[config.mk]
export PLATFORM = sky130hd
export DESIGN_NAME = ifu_fetch_axi_ctrl
export DESIGN_NICKNAME = d
export VERILOG_FILES = /design/src/rtl/ifu_fetch_axi_ctrl.sv
export SDC_FILE = /design/constraint.sdc
export NUM_CORES = 2
export LEC_CHECK = 0
export CORE_AREA = 2 2 458 460
export DETAILED_ROUTE_END_ITERATION = 10
export DIE_AREA = 0 0 460 462
export PLACE_DENSITY = 0.52
export SYNTH_ARGS = -nofsm -noshare
export SYNTH_HDL_FRONTEND = slang
export SYNTH_SLANG_ARGS = --single-unit
[constraint.sdc]
create_clock -name clk -period 9.6 [get_ports clk]
set_input_delay 0.96 -clock clk [delete_from_list [all_inputs] [get_ports clk]]
set_output_delay 0.96 -clock clk [all_outputs]
set_load 0.05 [all_outputs]
[src/rtl/ifu_fetch_axi_ctrl.sv]
// IFU fetch-side AXI4 read master: prefetches burst-aligned INCR bursts into a
// first-word fall-through line buffer and restarts at a new PC on flush.
module ifu_fetch_axi_ctrl #(
    parameter int          DataW     = 64,
    parameter int          FifoDepth = 16,
    parameter int          BurstLen  = 4,
    parameter int          IdW       = 4,
    parameter logic [31:0] ResetVec  = 32'h0000_0000
) (
    input  logic             clk,
    input  logic             rst_n,
    input  logic             fetch_en,
    input  logic             flush,
    input  logic [30:0]      flush_pc,
    output logic [IdW-1:0]   axi_arid_f,
    output logic [31:0]      axi_araddr_f,
    output logic [7:0]       axi_arlen_f,
    output logic [2:0]       axi_arsize_f,
    output logic [1:0]       axi_arburst_f,
    output logic             axi_arlock_f,
    output logic [3:0]       axi_arcache_f,
    output logic [2:0]       axi_arprot_f,
    output logic [3:0]       axi_arqos_f,
    output logic [3:0]       axi_arregion_f,
    output logic             axi_arvalid_f,
    input  logic             axi_arready_f,
    input  logic [IdW-1:0]   axi_rid_f,
    input  logic [DataW-1:0] axi_rdata_f,
    input  logic [1:0]       axi_rresp_f,
    input  logic             axi_rlast_f,
    input  logic             axi_rvalid_f,
    output logic             axi_rready_f,
    output logic             wl_valid,
    input  logic             wl_ready,
    output logic [DataW-1:0] wl_data,
    output logic [31:0]      wl_addr,
    output logic             wl_err,
    output logic             busy
);
    localparam int          BeatB     = DataW / 8;
    localparam int          BurstB    = BeatB * BurstLen;
    localparam int          PtrW      = $clog2(FifoDepth);
    localparam int          CntW      = PtrW + 1;
    localparam int          EntW      = DataW + 33;
    localparam logic [31:0] BurstMask = ~(32'(BurstB) - 32'd1);
    localparam logic [31:0] BurstInc  = 32'(BurstB);
    localparam logic [31:0] BeatInc   = 32'(BeatB);

    typedef enum logic [1:0] {
        ST_IDLE  = 2'd0,
        ST_ADDR  = 2'd1,
        ST_DATA  = 2'd2,
        ST_DRAIN = 2'd3
    } state_e;

    state_e          state_r, state_nx_s;
    logic [31:0]     fetch_addr_r, ar_addr_r, beat_addr_r;
    logic            flush_seen_r;
    logic [EntW-1:0] mem_r [FifoDepth];
    logic [PtrW-1:0] wr_ptr_r, rd_ptr_r;
    logic [CntW-1:0] count_r;
    logic [EntW-1:0] head_s;
    logic            push_s, pop_s, issue_s, data_last_s;
    logic            unused_rid_s;

    assign unused_rid_s = ^axi_rid_f;

    // Next-state decode: one burst outstanding, buffer space reserved before issue.
    always_comb begin
        state_nx_s = state_r;
        case (state_r)
            ST_IDLE: begin
                if (fetch_en && !flush && (count_r <= CntW'(FifoDepth - BurstLen))) state_nx_s = ST_ADDR;
                else state_nx_s = ST_IDLE;
            end
            ST_ADDR: begin
                if (axi_arready_f) begin
                    if (flush || flush_seen_r) state_nx_s = ST_DRAIN;
                    else state_nx_s = ST_DATA;
                end else begin
                    state_nx_s = ST_ADDR;
                end
            end
            ST_DATA: begin
                if (axi_rvalid_f && axi_rlast_f) state_nx_s = ST_IDLE;
                else if (flush) state_nx_s = ST_DRAIN;
                else state_nx_s = ST_DATA;
            end
            ST_DRAIN: begin
                if (axi_rvalid_f && axi_rlast_f) state_nx_s = ST_IDLE;
                else state_nx_s = ST_DRAIN;
            end
            default: state_nx_s = ST_IDLE;
        endcase
    end

    assign issue_s     = (state_r == ST_IDLE) && (state_nx_s == ST_ADDR);
    assign data_last_s = (state_r == ST_DATA) && axi_rvalid_f && axi_rlast_f;
    assign push_s      = (state_r == ST_DATA) && axi_rvalid_f && !flush;
    assign pop_s       = wl_ready && (count_r != {CntW{1'b0}}) && !flush;

    // State register.
    always_ff @(posedge clk or negedge rst_n) begin
        if (!rst_n) state_r <= ST_IDLE;
        else        state_r <= state_nx_s;
    end

    // Fetch, AR and beat address tracking; a flush redirects fetch but araddr stays held.
    always_ff @(posedge clk or negedge rst_n) begin
        if (!rst_n) begin
            fetch_addr_r <= ResetVec;
            ar_addr_r    <= 32'h0000_0000;
            beat_addr_r  <= 32'h0000_0000;
            flush_seen_r <= 1'b0;
        end else begin
            if (flush) fetch_addr_r <= {flush_pc, 1'b0} & BurstMask;
            else if (data_last_s) fetch_addr_r <= fetch_addr_r + BurstInc;
            else fetch_addr_r <= fetch_addr_r;

            if (issue_s) begin
                ar_addr_r   <= fetch_addr_r & BurstMask;
                beat_addr_r <= fetch_addr_r & BurstMask;
            end else if (push_s) begin
                beat_addr_r <= beat_addr_r + BeatInc;
            end else begin
                beat_addr_r <= beat_addr_r;
            end

            if (state_r == ST_ADDR) flush_seen_r <= !axi_arready_f && (flush_seen_r || flush);
            else flush_seen_r <= 1'b0;
        end
    end

    // Buffer pointers and occupancy; flush empties the buffer and voids any push/pop.
    always_ff @(posedge clk or negedge rst_n) begin
        if (!rst_n) begin
            wr_ptr_r <= {PtrW{1'b0}};
            rd_ptr_r <= {PtrW{1'b0}};
            count_r  <= {CntW{1'b0}};
        end else if (flush) begin
            wr_ptr_r <= {PtrW{1'b0}};
            rd_ptr_r <= {PtrW{1'b0}};
            count_r  <= {CntW{1'b0}};
        end else begin
            if (push_s) wr_ptr_r <= wr_ptr_r + PtrW'(1);
            if (pop_s)  rd_ptr_r <= rd_ptr_r + PtrW'(1);
            if (push_s && !pop_s) count_r <= count_r + CntW'(1);
            else if (!push_s && pop_s) count_r <= count_r - CntW'(1);
            else count_r <= count_r;
        end
    end

    // Buffer storage: {err, beat address, data}.
    always_ff @(posedge clk) begin
        if (push_s) mem_r[wr_ptr_r] <= {(axi_rresp_f != 2'b00), beat_addr_r, axi_rdata_f};
    end

    assign head_s   = mem_r[rd_ptr_r];
    assign wl_valid = (count_r != {CntW{1'b0}});
    assign wl_data  = head_s[DataW-1:0];
    assign wl_addr  = head_s[DataW+31:DataW];
    assign wl_err   = head_s[EntW-1];
    assign busy     = (state_r != ST_IDLE);

    assign axi_arid_f     = {IdW{1'b0}};
    assign axi_araddr_f   = ar_addr_r;
    assign axi_arlen_f    = 8'(BurstLen - 1);
    assign axi_arsize_f   = 3'($clog2(BeatB));
    assign axi_arburst_f  = 2'b01;
    assign axi_arlock_f   = 1'b0;
    assign axi_arcache_f  = 4'b0000;
    assign axi_arprot_f   = 3'b000;
    assign axi_arqos_f    = 4'b0000;
    assign axi_arregion_f = 4'b0000;
    assign axi_arvalid_f  = (state_r == ST_ADDR);
    assign axi_rready_f   = (state_r == ST_DATA) || (state_r == ST_DRAIN);
endmodule

* Word-level counts from Yosys, hierarchy flattened
Memories as Yosys holds them, arrays and structs flattened. Index checks and enable logic that the tools add are counted.
Word-level totals: RAM bits 1552, bits of input ports 109, memories kept 1, output and inout port bits 166, logic and storage cells 68, bits in registers 107
Memories:
- mem_r | words 16, bits a word 97, read ports 1, clocked after Yosys merged registers in 0, wr ports 1, line 59 | logic [EntW-1:0] mem_r [FifoDepth];
Cells by class: reduce and logical (&&, ||, !) cells 27, multiplexer cells 21, $add $sub $neg 6, equal/unequal tests 4, magnitude comparators 1
Operators by type and width (count):
- $mux W32 | 4
- $add A32 B4 Y32 const B | 1
- $add A32 B6 Y32 const B | 1
- $mux W4 | 4
- $mux W5 | 3
- $logic_and A1 B1 Y1 | 12
- $reduce_bool A2 Y1 | 6
- $add A4 B1 Y4 const B | 2
- $pmux W2 S4 | 1
- $mux W1 | 6
- $mux W2 | 3
- $add A5 B1 Y5 const B | 1
- $le A5 B4 Y1 const B | 1
- $reduce_bool A5 Y1 | 1
- $sub A5 B1 Y5 const B | 1
- $eq A2 B1 Y1 const B | 2
- $eq A2 B2 Y1 const B | 2
- $logic_not A1 Y1 | 4
- $reduce_bool A3 Y1 | 1
- $logic_not A2 Y1 | 1
- $logic_or A1 B1 Y1 | 2

* Depth between registers and ports, before layout
depth after elaboration 8, mapped depth 11, gate-level depth less buffers 9

* Worst setup path after synthesis
Ideal clock, no wire load.
path kind input to register, from input flush, to memory mem_r[3][0] (netlist bit), enable pin, cell stages on the path 4, path buffers 2, data arrival time 10.365 ns, data required time 8.822 ns, setup time 0.778 ns, path slack -1.543 ns, path through nand4bb_1 > clkbuf_1 > clkbuf_1 > nor4_1
On the way: word-level cells in the longest chain between the ends 4
Ends and longest elaborated chain:
- start, declared | line 13 | input logic flush,
- $logic_not A1 Y1 | line 99 | assign push_s = (state_r == ST_DATA) && axi_rvalid_f && !flush;
- $logic_and A1 B1 Y1 | line 99
- $mux W1 | line 155 | if (push_s) mem_r[wr_ptr_r] <= {(axi_rresp_f != 2'b00), beat_addr_r, axi_rdata_f};
- $mux W1 (not written as such) | line 155
- end, declared | line 59
Every way passes these cells.

* Final worst setup path
from register rd_ptr_r[0], to output wl_addr[22]
On the way: word-level cells in the longest chain between the ends 1
Ends and longest elaborated chain:
- start, declared | line 60 | logic [PtrW-1:0] wr_ptr_r, rd_ptr_r;
- start signal, assigned | line 138 | rd_ptr_r <= {PtrW{1'b0}};
- start signal, assigned | line 142 | rd_ptr_r <= {PtrW{1'b0}};
- start signal, assigned | line 146 | if (pop_s) rd_ptr_r <= rd_ptr_r + PtrW'(1);
- $mem_v2 Z16 W97
- end, declared | line 36 | output logic [31:0] wl_addr,
Every way passes these cells.

==> results_dict.tcl <==
set metrics [dict create \
    ys_ff_latch 1603 \
    synthFlopType "edfxtp_1" \
    max-vdd-ir-drop_v 0.000213 \
    static-leakage-power_nw 22.3 \
    synth_edf_count 1504 \
    grtUsageTotal 0.141 \
    hp-class "in -> async" \
    finClkSkew_ns 0.0353 \
    critPathRequiredTime_ns 8.64 \
    cts_root_buffer "clkbuf_16" \
    tns_ns 0 \
    report.final.setup_viol 0 \
    syn_inst 2702 \
    postCtsSetupBuffers 0 \
    fmax_mhz 167 \
    p_per_area_nw_per_um2 253 \
    finalNonFillerCells 5879 \
    final_hold_viol_count 0 \
    rsz0062_at_grt "no" \
    vias 28400 \
    cts_resized 0 \
    whs_ns 0.0934 \
    fp.dieH_um 462 \
    routedWlPerCell_um 25.6 \
    place.gp.congestion 0.709 \
    async_flop_share 0.0618 \
    slew_headroom 0.311 \
    drv_slew 0 \
    dp_cells 5559 \
    remaining_drc_errors 0 \
    viasPerCell 4.82 \
    cts_buffers 172 \
    fin_nets 3134 \
    cts_tree "built" \
    syn_avg_cell_area_um2 22.9 \
    core_um2 208000 \
    antenna_left 0 \
    status "finished clean" \
    die_x_um 460 \
    critPathKind "reg -> out" \
    fin_crit_ns 5.98 \
    wl_um 150000 \
    ctsLongestPathBuffers 3 \
    worst_slew_pin_slew_ns 1.03 \
    drt_iter0_drc 2286 \
    cp-start-kind "register" \
    post-route-period-util 0.623 \
    dp_hpwl_um 73700 \
    num_io_pins 275 \
    crit_fanout 46 \
    yosysWarningCount 0 \
    clock_latency_ns 0.81 \
    synthDistinctLibCells 57 \
    die_area_um2 213000 \
    maxCapViolations 0 \
    numClockSinks 1603 \
    grt_max_degree 143 \
    grt_antenna_before_repair 14 \
    portBuffers 225 \
    crit_arrival_ns 5.02 \
    area_growth_pct 17.5 \
    h-tree-depth 4 \
    rows 168 \
    gr-total-overflow 0 \
    drtPass1Iterations 5 \
    initial_core_util 0.297 \
    cp-end-kind "primary output" \
    yosysSeqAreaShare 0.770 \
    clk_pin_slew_worst_paths_ns 0.06 \
    final_core_util 0.349 \
    grt_pass1_vias 30500 \
    grt_pass1_wl_um 217000 \
    hold_buffers 0 \
    synth_area_um2 61900 \
    drive_gt1_frac 0.249 \
]
-- kinds of logic after synthesis --
logic type / after synthesis / synth area share
multiplexers: 476 / 0.172
other: 2 / 0.000121
flip-flops: 1603 / 0.770
buffers and inverters: 187 / 0.0169
XOR/XNOR: 41 / 0.00580
AND/OR/NAND/NOR: 280 / 0.0226
AO/OA/AOI/OAI: 101 / 0.0102
adder cells (fa/ha/maj): 12 / 0.00255
-- per-layer routing --
| layer | share of wire | GRT usage |
|---|---|---|
| met1 | 0.45 | 0.196 |
| met2 | 0.48 | 0.229 |
| met3 | 0.044 | 0.0270 |
| met4 | 0.018 | 0.0338 |
| met5 | 0.00015 | 0 |
-- final timing paths --
check,cells after the start,startpoint,slack [ns],endpoint
worst max-delay path,5,rd_ptr_r[0],3.62,wl_addr[22]
worst min-delay path,1,rst_n,0.09,axi_araddr_f[10]
max in group asynchronous,2,rst_n,8.23,count_r[1]
min in group clk,2,axi_araddr_f[26],0.48,axi_araddr_f[26]
worst max register to register,7,state_r[1],5.41,mem_r[14][95]
worst min register to register,2,axi_araddr_f[26],0.48,axi_araddr_f[26]
-- cell usage in the layout (no fill, tap or decap), drive strengths merged, types with 4 or more instances in the layout --
cell,instances
diode,4
or4,5
dfrtp,99
nand4,17
nor3,13
mux2i,4
nand2,138
nor2,31
nand3,35
o311ai,9
clkdlybuf4s50,223
or3,4
inv,20
conb,41
nor4,7
mux4,470
a21oi,13
clkinv,70
nand3b,4
and3,8
buf,52
xor2,28
ha,11
o211ai,7
bufinv,9
clkbuf,224
a31oi,8
and4,6
edfxtp,1504
xnor2,13
o21ai,50
-- where the power goes --
part           total [mW]  switching, mW  internal, mW
clock                6.36           2.74          3.62
combinational        3.55           2.00          1.55
sequential           8.51          0.454          8.06
total                18.4           5.19          13.2
-- state kept, by name (all words and copies together), names as in the netlist --
signal / flops
flush_seen_r: 1
mem_r: 1504
fetch_addr_r: 27
wr_ptr_r: 4
rd_ptr_r: 4
state_r: 2
axi_araddr_f: 27
count_r: 5
beat_addr_r: 29
-- Yosys cell counts, drive strengths merged (3+ instances only) --
| library cell | n | area [um2] |
|---|---|---|
| edfxtp | 1504 | 45200 |
| mux4 | 470 | 10600 |
| nand2 | 138 | 521 |
| buf | 118 | 787 |
| dfrtp | 99 | 2480 |
| clkbuf | 59 | 221 |
| o21ai | 50 | 250 |
| nand3 | 35 | 180 |
| nor2 | 31 | 116 |
| xor2 | 28 | 245 |
| nand4 | 17 | 113 |
| a21oi | 13 | 65.1 |
| nor3 | 13 | 80.1 |
| xnor2 | 13 | 114 |
| ha | 11 | 138 |
| inv | 10 | 37.5 |
| o311ai | 9 | 78.8 |
| a31oi | 8 | 50.1 |
| and3 | 8 | 50.1 |
| nor4 | 7 | 88.8 |
| o211ai | 7 | 52.6 |
| and4 | 6 | 52.6 |
| or4 | 5 | 37.5 |
| mux2i | 4 | 40.0 |
| nand3b | 4 | 30.0 |
| or3 | 4 | 25.0 |
| a22oi | 3 | 22.5 |
| or2 | 3 | 18.8 |
-- cell type report --
| class | instances | area, um2 |
|---|---|---|
| Clock buffer | 224 | 4580 |
| Inverter | 10 | 37.5 |
| Fill cell | 19200 | 135000 |
| Timing Repair Buffer | 275 | 2780 |
| Multi-Input combinational cell | 951 | 13500 |
| Tap cell | 2720 | 3400 |
| Sequential cell | 1603 | 47700 |
| Clock inverter | 92 | 776 |
| Antenna cell | 4 | 10.0 |
-- per-stage QoR --
stage                     setup WS (ns)  area [um2]  total power, mW
final                              3.62       72700             18.4
after global routing               3.21       72700             19.2
after CTS                          3.32       72700             18.7
after detailed placement           4.18       67300             12.3
after global placement             4.21       67300             12.3
after floorplan                   -1.54       62000             11.1
-- critical path, cell delays in order, from the launching register on --
cell	delay [ns]
dfrtp_4	1.09
buf_4	0.46
buf_4	0.76
mux4_2	0.60
mux4_2	0.55
clkdlybuf4s50_1	0.73
No activity file was read; power rests on OpenSTA's default activity.
